`config.mk`:
```
export PLATFORM = sky130hd
export DESIGN_NAME = nav_bit_sync_flat
export DESIGN_NICKNAME = d
export VERILOG_FILES = /design/src/rtl/nav_bit_sync_if.sv /design/src/rtl/nav_bit_sync.sv /design/src/flat_wrapper.sv
export SDC_FILE = /design/constraint.sdc
export NUM_CORES = 1
export LEC_CHECK = 0
export ABC_AREA = 0
export BUFFER_PORTS_ARGS = -buffer_cell sky130_fd_sc_hd__buf_2
export CAP_MARGIN = 30
export CORE_ASPECT_RATIO = 0.8
export CORE_UTILIZATION = 60
export CTS_BUF_LIST = sky130_fd_sc_hd__clkbuf_8
export DETAILED_ROUTE_END_ITERATION = 10
export PLACE_DENSITY = 0.82
export SYNTH_ARGS = -nofsm -noshare
export SYNTH_HDL_FRONTEND = slang
export SYNTH_SLANG_ARGS = --single-unit
```
`constraint.sdc`:
```
create_clock -name CLK -period 3.1 [get_ports CLK]
set_input_delay 0.62 -clock CLK [delete_from_list [all_inputs] [get_ports CLK]]
set_output_delay 0.62 -clock CLK [all_outputs]
set_load 0.02 [all_outputs]
```
`src/rtl/nav_bit_sync_if.sv`:
```
// Stream/result bundle between the Costas loop front end, the bit
// synchroniser and the subframe stage.
interface nav_bit_sync_if #(
  parameter int MS_PER_BIT = 20
);
  localparam int PW = $clog2(MS_PER_BIT);

  logic          sample_en;
  logic          data_in;
  logic          clear;
  logic          bit_out;
  logic          bit_valid;
  logic          bit_lock;
  logic [PW-1:0] lock_phase;

  modport master (
    output sample_en, data_in, clear,
    input  bit_out, bit_valid, bit_lock, lock_phase
  );

  modport slave (
    input  sample_en, data_in, clear,
    output bit_out, bit_valid, bit_lock, lock_phase
  );
endinterface

```
`src/rtl/nav_bit_sync.sv`:
```
// GPS nav bit synchroniser: 1 ms majority-vote symbols, transition histogram
// for 20 ms bit-edge search, then integrate-and-dump bit decisions.
module nav_bit_sync #(
  parameter int SAMPLES_PER_MS = 10,
  parameter int MS_PER_BIT     = 20,
  parameter int LOCK_THRESH    = 8,
  parameter int LOSS_MARGIN    = 10,
  parameter int LOSS_BITS      = 4
) (
  input  logic         CLK,
  input  logic         RST_n,
  nav_bit_sync_if.slave bus
);
  localparam int SW = $clog2(SAMPLES_PER_MS + 1);
  localparam int PW = $clog2(MS_PER_BIT);
  localparam int HW = $clog2(LOCK_THRESH + 1);
  localparam int AW = $clog2(MS_PER_BIT) + 2;
  localparam int WW = $clog2(LOSS_BITS + 1);

  typedef enum logic {SEARCH, LOCKED} state_e;

  // symbol stage
  logic [SW-1:0] samp_cnt_q, samp_cnt_d, ones_q, ones_d;
  logic [SW:0]   ones_tot;
  logic          sym_q, sym_d, sym_valid_q, sym_valid_d;

  // bit stage
  state_e               state_q, state_d;
  logic [PW-1:0]        ms_phase_q, ms_phase_d, last_tag;
  logic                 prev_sym_q, prev_sym_d, prev_vld_q, prev_vld_d;
  logic [HW-1:0]        hist_q [MS_PER_BIT];
  logic [HW-1:0]        hist_d [MS_PER_BIT];
  logic [HW-1:0]        hinc;
  logic signed [AW-1:0] acc_q, acc_d, sum;
  logic [AW-1:0]        mag;
  logic [WW-1:0]        weak_q, weak_d, weak_inc;
  logic                 started_q, started_d, in_bit;
  logic                 bit_out_q, bit_out_d, bit_valid_q, bit_valid_d;
  logic                 bit_lock_q, bit_lock_d;
  logic [PW-1:0]        lock_phase_q, lock_phase_d;

  always_comb begin : p_symbol
    samp_cnt_d  = samp_cnt_q;
    ones_d      = ones_q;
    sym_d       = sym_q;
    sym_valid_d = 1'b0;
    ones_tot    = {1'b0, ones_q} + {{SW{1'b0}}, bus.data_in};
    if (bus.sample_en) begin
      if (samp_cnt_q == SW'(SAMPLES_PER_MS - 1)) begin
        samp_cnt_d  = '0;
        ones_d      = '0;
        sym_valid_d = 1'b1;
        // 2*ones vs. period length; an exact tie keeps the previous symbol
        if ({ones_tot, 1'b0} > (SW+2)'(SAMPLES_PER_MS))      sym_d = 1'b1;
        else if ({ones_tot, 1'b0} < (SW+2)'(SAMPLES_PER_MS)) sym_d = 1'b0;
      end else begin
        samp_cnt_d = samp_cnt_q + SW'(1);
        ones_d     = ones_tot[SW-1:0];
      end
    end
    if (bus.clear) begin
      samp_cnt_d  = '0;
      ones_d      = '0;
      sym_d       = 1'b0;
      sym_valid_d = 1'b0;
    end
  end

  always_comb begin : p_fsm
    state_d      = state_q;
    ms_phase_d   = ms_phase_q;
    prev_sym_d   = prev_sym_q;
    prev_vld_d   = prev_vld_q;
    hist_d       = hist_q;
    acc_d        = acc_q;
    weak_d       = weak_q;
    started_d    = started_q;
    bit_out_d    = bit_out_q;
    bit_valid_d  = 1'b0;
    bit_lock_d   = bit_lock_q;
    lock_phase_d = lock_phase_q;
    hinc         = '0;
    sum          = '0;
    mag          = '0;
    weak_inc     = '0;
    in_bit       = 1'b0;
    last_tag     = (lock_phase_q == '0) ? PW'(MS_PER_BIT - 1) : lock_phase_q - PW'(1);

    if (sym_valid_q) begin
      ms_phase_d = (ms_phase_q == PW'(MS_PER_BIT - 1)) ? '0 : ms_phase_q + PW'(1);
      prev_sym_d = sym_q;
      prev_vld_d = 1'b1;
      case (state_q)
        SEARCH: begin
          if (prev_vld_q && (sym_q != prev_sym_q)) begin
            hinc               = hist_q[ms_phase_q] + HW'(1);
            hist_d[ms_phase_q] = hinc;
            if (hinc == HW'(LOCK_THRESH)) begin
              state_d      = LOCKED;
              bit_lock_d   = 1'b1;
              lock_phase_d = ms_phase_q;
              acc_d        = '0;
              weak_d       = '0;
              started_d    = 1'b0;
            end
          end
        end
        LOCKED: begin
          // symbols before the first bit edge after lock belong to a partial bit
          in_bit = started_q || (ms_phase_q == lock_phase_q);
          if (in_bit) begin
            started_d = 1'b1;
            sum       = sym_q ? acc_q + AW'(1) : acc_q - AW'(1);
            mag       = sum[AW-1] ? -sum : sum;
            if (ms_phase_q == last_tag) begin
              bit_valid_d = 1'b1;
              bit_out_d   = (sum == '0) ? sym_q : ~sum[AW-1];
              acc_d       = '0;
              if (mag < AW'(LOSS_MARGIN)) begin
                weak_inc = weak_q + WW'(1);
                weak_d   = weak_inc;
                if (weak_inc == WW'(LOSS_BITS)) begin
                  state_d      = SEARCH;
                  bit_lock_d   = 1'b0;
                  lock_phase_d = '0;
                  weak_d       = '0;
                  started_d    = 1'b0;
                  for (int i = 0; i < MS_PER_BIT; i++) hist_d[i] = '0;
                end
              end else begin
                weak_d = '0;
              end
            end else begin
              acc_d = sum;
            end
          end
        end
        default: state_d = SEARCH;
      endcase
    end

    if (bus.clear) begin
      state_d      = SEARCH;
      ms_phase_d   = '0;
      prev_sym_d   = 1'b0;
      prev_vld_d   = 1'b0;
      acc_d        = '0;
      weak_d       = '0;
      started_d    = 1'b0;
      bit_out_d    = 1'b0;
      bit_valid_d  = 1'b0;
      bit_lock_d   = 1'b0;
      lock_phase_d = '0;
      for (int i = 0; i < MS_PER_BIT; i++) hist_d[i] = '0;
    end
  end

  always_ff @(posedge CLK or negedge RST_n) begin
    if (!RST_n) begin
      samp_cnt_q   <= '0;
      ones_q       <= '0;
      sym_q        <= 1'b0;
      sym_valid_q  <= 1'b0;
      state_q      <= SEARCH;
      ms_phase_q   <= '0;
      prev_sym_q   <= 1'b0;
      prev_vld_q   <= 1'b0;
      acc_q        <= '0;
      weak_q       <= '0;
      started_q    <= 1'b0;
      bit_out_q    <= 1'b0;
      bit_valid_q  <= 1'b0;
      bit_lock_q   <= 1'b0;
      lock_phase_q <= '0;
      for (int i = 0; i < MS_PER_BIT; i++) hist_q[i] <= '0;
    end else begin
      samp_cnt_q   <= samp_cnt_d;
      ones_q       <= ones_d;
      sym_q        <= sym_d;
      sym_valid_q  <= sym_valid_d;
      state_q      <= state_d;
      ms_phase_q   <= ms_phase_d;
      prev_sym_q   <= prev_sym_d;
      prev_vld_q   <= prev_vld_d;
      acc_q        <= acc_d;
      weak_q       <= weak_d;
      started_q    <= started_d;
      bit_out_q    <= bit_out_d;
      bit_valid_q  <= bit_valid_d;
      bit_lock_q   <= bit_lock_d;
      lock_phase_q <= lock_phase_d;
      hist_q       <= hist_d;
    end
  end

  assign bus.bit_out    = bit_out_q;
  assign bus.bit_valid  = bit_valid_q;
  assign bus.bit_lock   = bit_lock_q;
  assign bus.lock_phase = lock_phase_q;
endmodule

```
`src/flat_wrapper.sv`:
```
// flat-port wrapper written by rule: the top's interface ports become plain ports
module nav_bit_sync_flat 
#(
  parameter int SAMPLES_PER_MS = 10,
  parameter int MS_PER_BIT     = 20,
  parameter int LOCK_THRESH    = 8,
  parameter int LOSS_MARGIN    = 10,
  parameter int LOSS_BITS      = 4
)
  (CLK, RST_n, bus_sample_en, bus_data_in, bus_clear, bus_bit_out, bus_bit_valid, bus_bit_lock, bus_lock_phase);
  nav_bit_sync_if #(.MS_PER_BIT(MS_PER_BIT)) bus_i ();
  input  logic CLK;
  input  logic RST_n;
  input wire logic [$bits(bus_i.sample_en)-1:0] bus_sample_en;
  input wire logic [$bits(bus_i.data_in)-1:0] bus_data_in;
  input wire logic [$bits(bus_i.clear)-1:0] bus_clear;
  output wire logic [$bits(bus_i.bit_out)-1:0] bus_bit_out;
  output wire logic [$bits(bus_i.bit_valid)-1:0] bus_bit_valid;
  output wire logic [$bits(bus_i.bit_lock)-1:0] bus_bit_lock;
  output wire logic [$bits(bus_i.lock_phase)-1:0] bus_lock_phase;
  assign bus_i.sample_en = bus_sample_en;
  assign bus_i.data_in = bus_data_in;
  assign bus_i.clear = bus_clear;
  assign bus_bit_out = bus_i.bit_out;
  assign bus_bit_valid = bus_i.bit_valid;
  assign bus_bit_lock = bus_i.bit_lock;
  assign bus_lock_phase = bus_i.lock_phase;
  nav_bit_sync #(.SAMPLES_PER_MS(SAMPLES_PER_MS), .MS_PER_BIT(MS_PER_BIT), .LOCK_THRESH(LOCK_THRESH), .LOSS_MARGIN(LOSS_MARGIN), .LOSS_BITS(LOSS_BITS)) u_core (.CLK(CLK), .RST_n(RST_n), .bus(bus_i));
endmodule
```
==> flow_metrics.env <==
export IMPL_wl_um=16400
export IMPL_fin_crit_ns=3.11
export IMPL_vias=5181
export IMPL_crit_type="flip-flop to flip-flop"
export IMPL_cpMostUsedCell="buf_4"
export IMPL_utilization_pct=69.9
export IMPL_powerDensity_mw_per_mm2=400
export IMPL_final_hold_violation_count=0
export IMPL_grt_max_degree=55
export IMPL_firstDrtPassIters=5
export IMPL_post_route_period_util_pct=100
export IMPL_track_usage_pct=30.8
export IMPL_wl_per_cell_um=21.3
export IMPL_worst_pin_slew_ns=0.743
export IMPL_gp_congestion=0.929
export IMPL_synthesis_nets=611
export IMPL_ioPinCount=13
export IMPL_final_max_slew_viol_count=0
export IMPL_fp_dieH_um=94.4
export IMPL_cts_root_buf="clkbuf_8"
export IMPL_finalNetCount=646
export IMPL_start_kind="flip-flop"
export IMPL_crit_family="compound AO/OA/AOI/OAI gates"
export IMPL_fin_ws_ns=-0.0138
export IMPL_crit_arrival_ns=3.44
export IMPL_dr_wl_met2_um=7370
export IMPL_synth_warnings=0
export IMPL_syn_to_final_growth_pct=12.5
export IMPL_diodes=0
export IMPL_clk_pin_slew_ns=0.07
export IMPL_fmax_ghz=0.321
export IMPL_grt_pass1_wl_um=26100
export IMPL_crit_buf_inv=3
export IMPL_vias_per_cell=6.71
export IMPL_rows=33
export IMPL_grt_overflow_total=0
export IMPL_ys_ff_latch=117
export IMPL_core_area_mm2=0.0103
export IMPL_cts_tree="yes"
export IMPL_grt_pass1_vias=5016
export IMPL_synth_edf_count=0
export IMPL_drc=0
export IMPL_cp_cell_sequence="inv_2, ha_1, a211oi_2, o21bai_1, a21oi_2, xnor2_2, o41ai_1, o211ai_1, buf_4, buf_4, or2_4, a22o_1"
export IMPL_status="finished, violations left"
export IMPL_multi_input_area_mm2=0.00332
export IMPL_regArea_mm2=0.00293
export IMPL_cp_data_required_time_ns=3.43
export IMPL_dp_cells=736
export IMPL_h_tree_depth=4
export IMPL_initial_core_util_pct=62.1
export IMPL_fp_dieW_um=118
export IMPL_power_leakage_nw=3.37
export IMPL_max_stage_delay_ns=0.43
export IMPL_ys_flop_type="dfrtp_1"
export IMPL_clockBufferDepth=2
export IMPL_cp_max_fo=6
export IMPL_cts_made_buffers=17
export IMPL_drv_cap=0
export IMPL_synth_area_mm2=0.00641
export IMPL_worst_path_max_delay_cell="o41ai_1"
export IMPL_rrSetupSlack_ns=-0.01
export IMPL_violations="negative setup slack"
export IMPL_skew_ns=0.0107
export IMPL_ant_nets=0
export IMPL_port_buffers=12
export IMPL_synth_cell_types=62
export IMPL_finalSetupViolations=3
export IMPL_drtIter0Drc=538
export IMPL_postSynthCellCount=587
export IMPL_clock_latency_ns=0.44
export IMPL_syn_area_per_cell_um2=10.9
export IMPL_holdBufCountCts=0
export IMPL_wl_met1_um=7090
export IMPL_stdcell_count=772
export IMPL_top_layer_used="met4"
export IMPL_yosysSeqAreaShare_pct=45.7
export IMPL_antenna_found_initial=0
export IMPL_peakVddDrop_mv=0.323
export IMPL_die_area_mm2=0.0111
export IMPL_cts_sinks=117
export IMPL_dr_wl_met3_um=1660
export IMPL_dp_hpwl_um=10900
export IMPL_fillers=748
export IMPL_relSlewSlack_pct=50.4
export IMPL_async_reset_ff_share_pct=100
export IMPL_drive_above_1_share_pct=21.4
export IMPL_cp_end_kind="flip-flop"
export IMPL_hold_class="primary input to async pin"
## final cells by class
cell class	instances	area share (%)
clock inverter	7	0.468
tap	140	2.43
inverter	14	0.729
sequential	117	40.6
timing repair buffer	53	5.53
clock buffer	22	4.20
multi-input combinational	419	46.0
## worst reg2reg max path, delay by kind of cell (launching register included)
kind                     cells  cell delay, ns
flip-flops                   1            0.39
AND/OR/NAND/NOR              1            0.27
adder cells (fa/ha/maj)      1            0.28
XOR/XNOR                     1            0.14
AO/OA/AOI/OAI                6            1.44
buffers and inverters        3            0.48
## placed cells by master (no fill, tap or decap), drive strengths merged, types with 2 or more instances in the layout
master    n
mux2i     8
a21oi    34
mux2      5
a32o     16
xnor2    10
o41ai     6
nor2     44
nand2    28
a31oi     5
mux4     17
ha       18
dfrtp   117
o21ai    22
nor3     12
clkbuf   22
buf      53
and2      5
and3      3
a22o     72
a22oi     4
o31ai     2
nand2b    8
o211a     2
nand4     3
a211oi    4
inv      17
clkinv    3
a21o      6
o21bai    3
nor2b    13
nand3    14
o22ai     3
or2      20
xor2     12
nor3b     5
## repair_timing
| item | CTS | global route |
|---|---|---|
| gates resized for setup | 1 | 38 |
| cloned | 0 | 3 |
| setup buffers | 1 | 3 |
| endpoints found under the setup margin | 7 | 85 |
| pin swaps | 1 | 7 |
## Yosys cell counts, types with 4 or more instances
master	number	area [um2]
a31oi_1	5	31.3
ha_1	18	225
clkbuf_1	17	63.8
o21ai_0	22	110
xnor2_1	9	78.8
nand3_1	14	70.1
and2_1	5	31.3
nand2_1	28	105
mux2i_1	8	80.1
a22o_1	72	631
mux4_1	4	105
nor2b_1	13	81.3
xor2_1	12	105
buf_2	9	45.0
nor2_1	44	165
a21o_1	6	45.0
inv_1	13	48.8
buf_6	4	45.0
mux4_2	13	293
mux2_2	4	45.0
nor3b_1	4	30.0
a22oi_1	4	30.0
nor3_1	11	55.1
a32o_1	16	160
or2_1	19	119
dfrtp_1	117	2930
o41ai_1	6	52.6
nand2b_1	8	50.1
a21oi_1	33	165
## metal layers
layer,vias up,GRT usage (%)
met5,-,0
met4,0,11.4
met3,36,9.06
met2,297,45.8
met1,2576,43.0
li1,2272,-
## sequential cells by signal, indices dropped and copies added, names as in the netlist, 3 cells and up
| signal | flops |
|---|---|
| u_core.acc_q | 7 |
| u_core.bus.lock_phase | 5 |
| u_core.hist_q | 80 |
| u_core.ms_phase_q | 5 |
| u_core.ones_q | 4 |
| u_core.samp_cnt_q | 4 |
| u_core.weak_q | 3 |
## worst paths after layout
check,startpoint,end,cells after the start
worst max register to register,u_core.sym_q,u_core.hist_q[19],12
min in group CLK,u_core.bus.bit_lock,u_core.bus.bit_lock,1
max in group asynchronous,RST_n,u_core.hist_q[65],2
worst min register to register,u_core.bus.bit_lock,u_core.bus.bit_lock,1
worst max-delay path,u_core.sym_q,u_core.hist_q[19],12
worst min-delay path,RST_n,u_core.acc_q[3],1
## cell families after synthesis
kind of cell    Yosys count  share of synthesized area (%)
compound gates          187                           22.3
simple gates            161                           12.9
flops                   117                           45.7
buf+inv                  51                           3.83
mux                      30                           8.33
xor+xnor                 22                           3.12
fa+ha+maj                19                           3.83
## where the power goes
group	internal (mW)	switching, mW
Clock	0.632	0.578
Combinational	0.0454	0.0910
Sequential	1.53	0.00544
## per-stage QoR
step	instance area (um2)	setup slack [ns]	power [mW]	TNS [ns]	hold slack, ns
final	7210	-0.0138	2.88	-0.0164	0.0849
after global routing	7210	-0.112	2.99	-6.33	0.0817
after CTS	7080	0.0325	2.89	0	0.0707
after detailed placement	6740	-0.00816	1.68	-0.0119	0.466
after global placement	6740	0.137	1.68	0	0.460
after floorplan	6410	0.241	1.63	0	0.324
(Power assumes the default switching activity.)
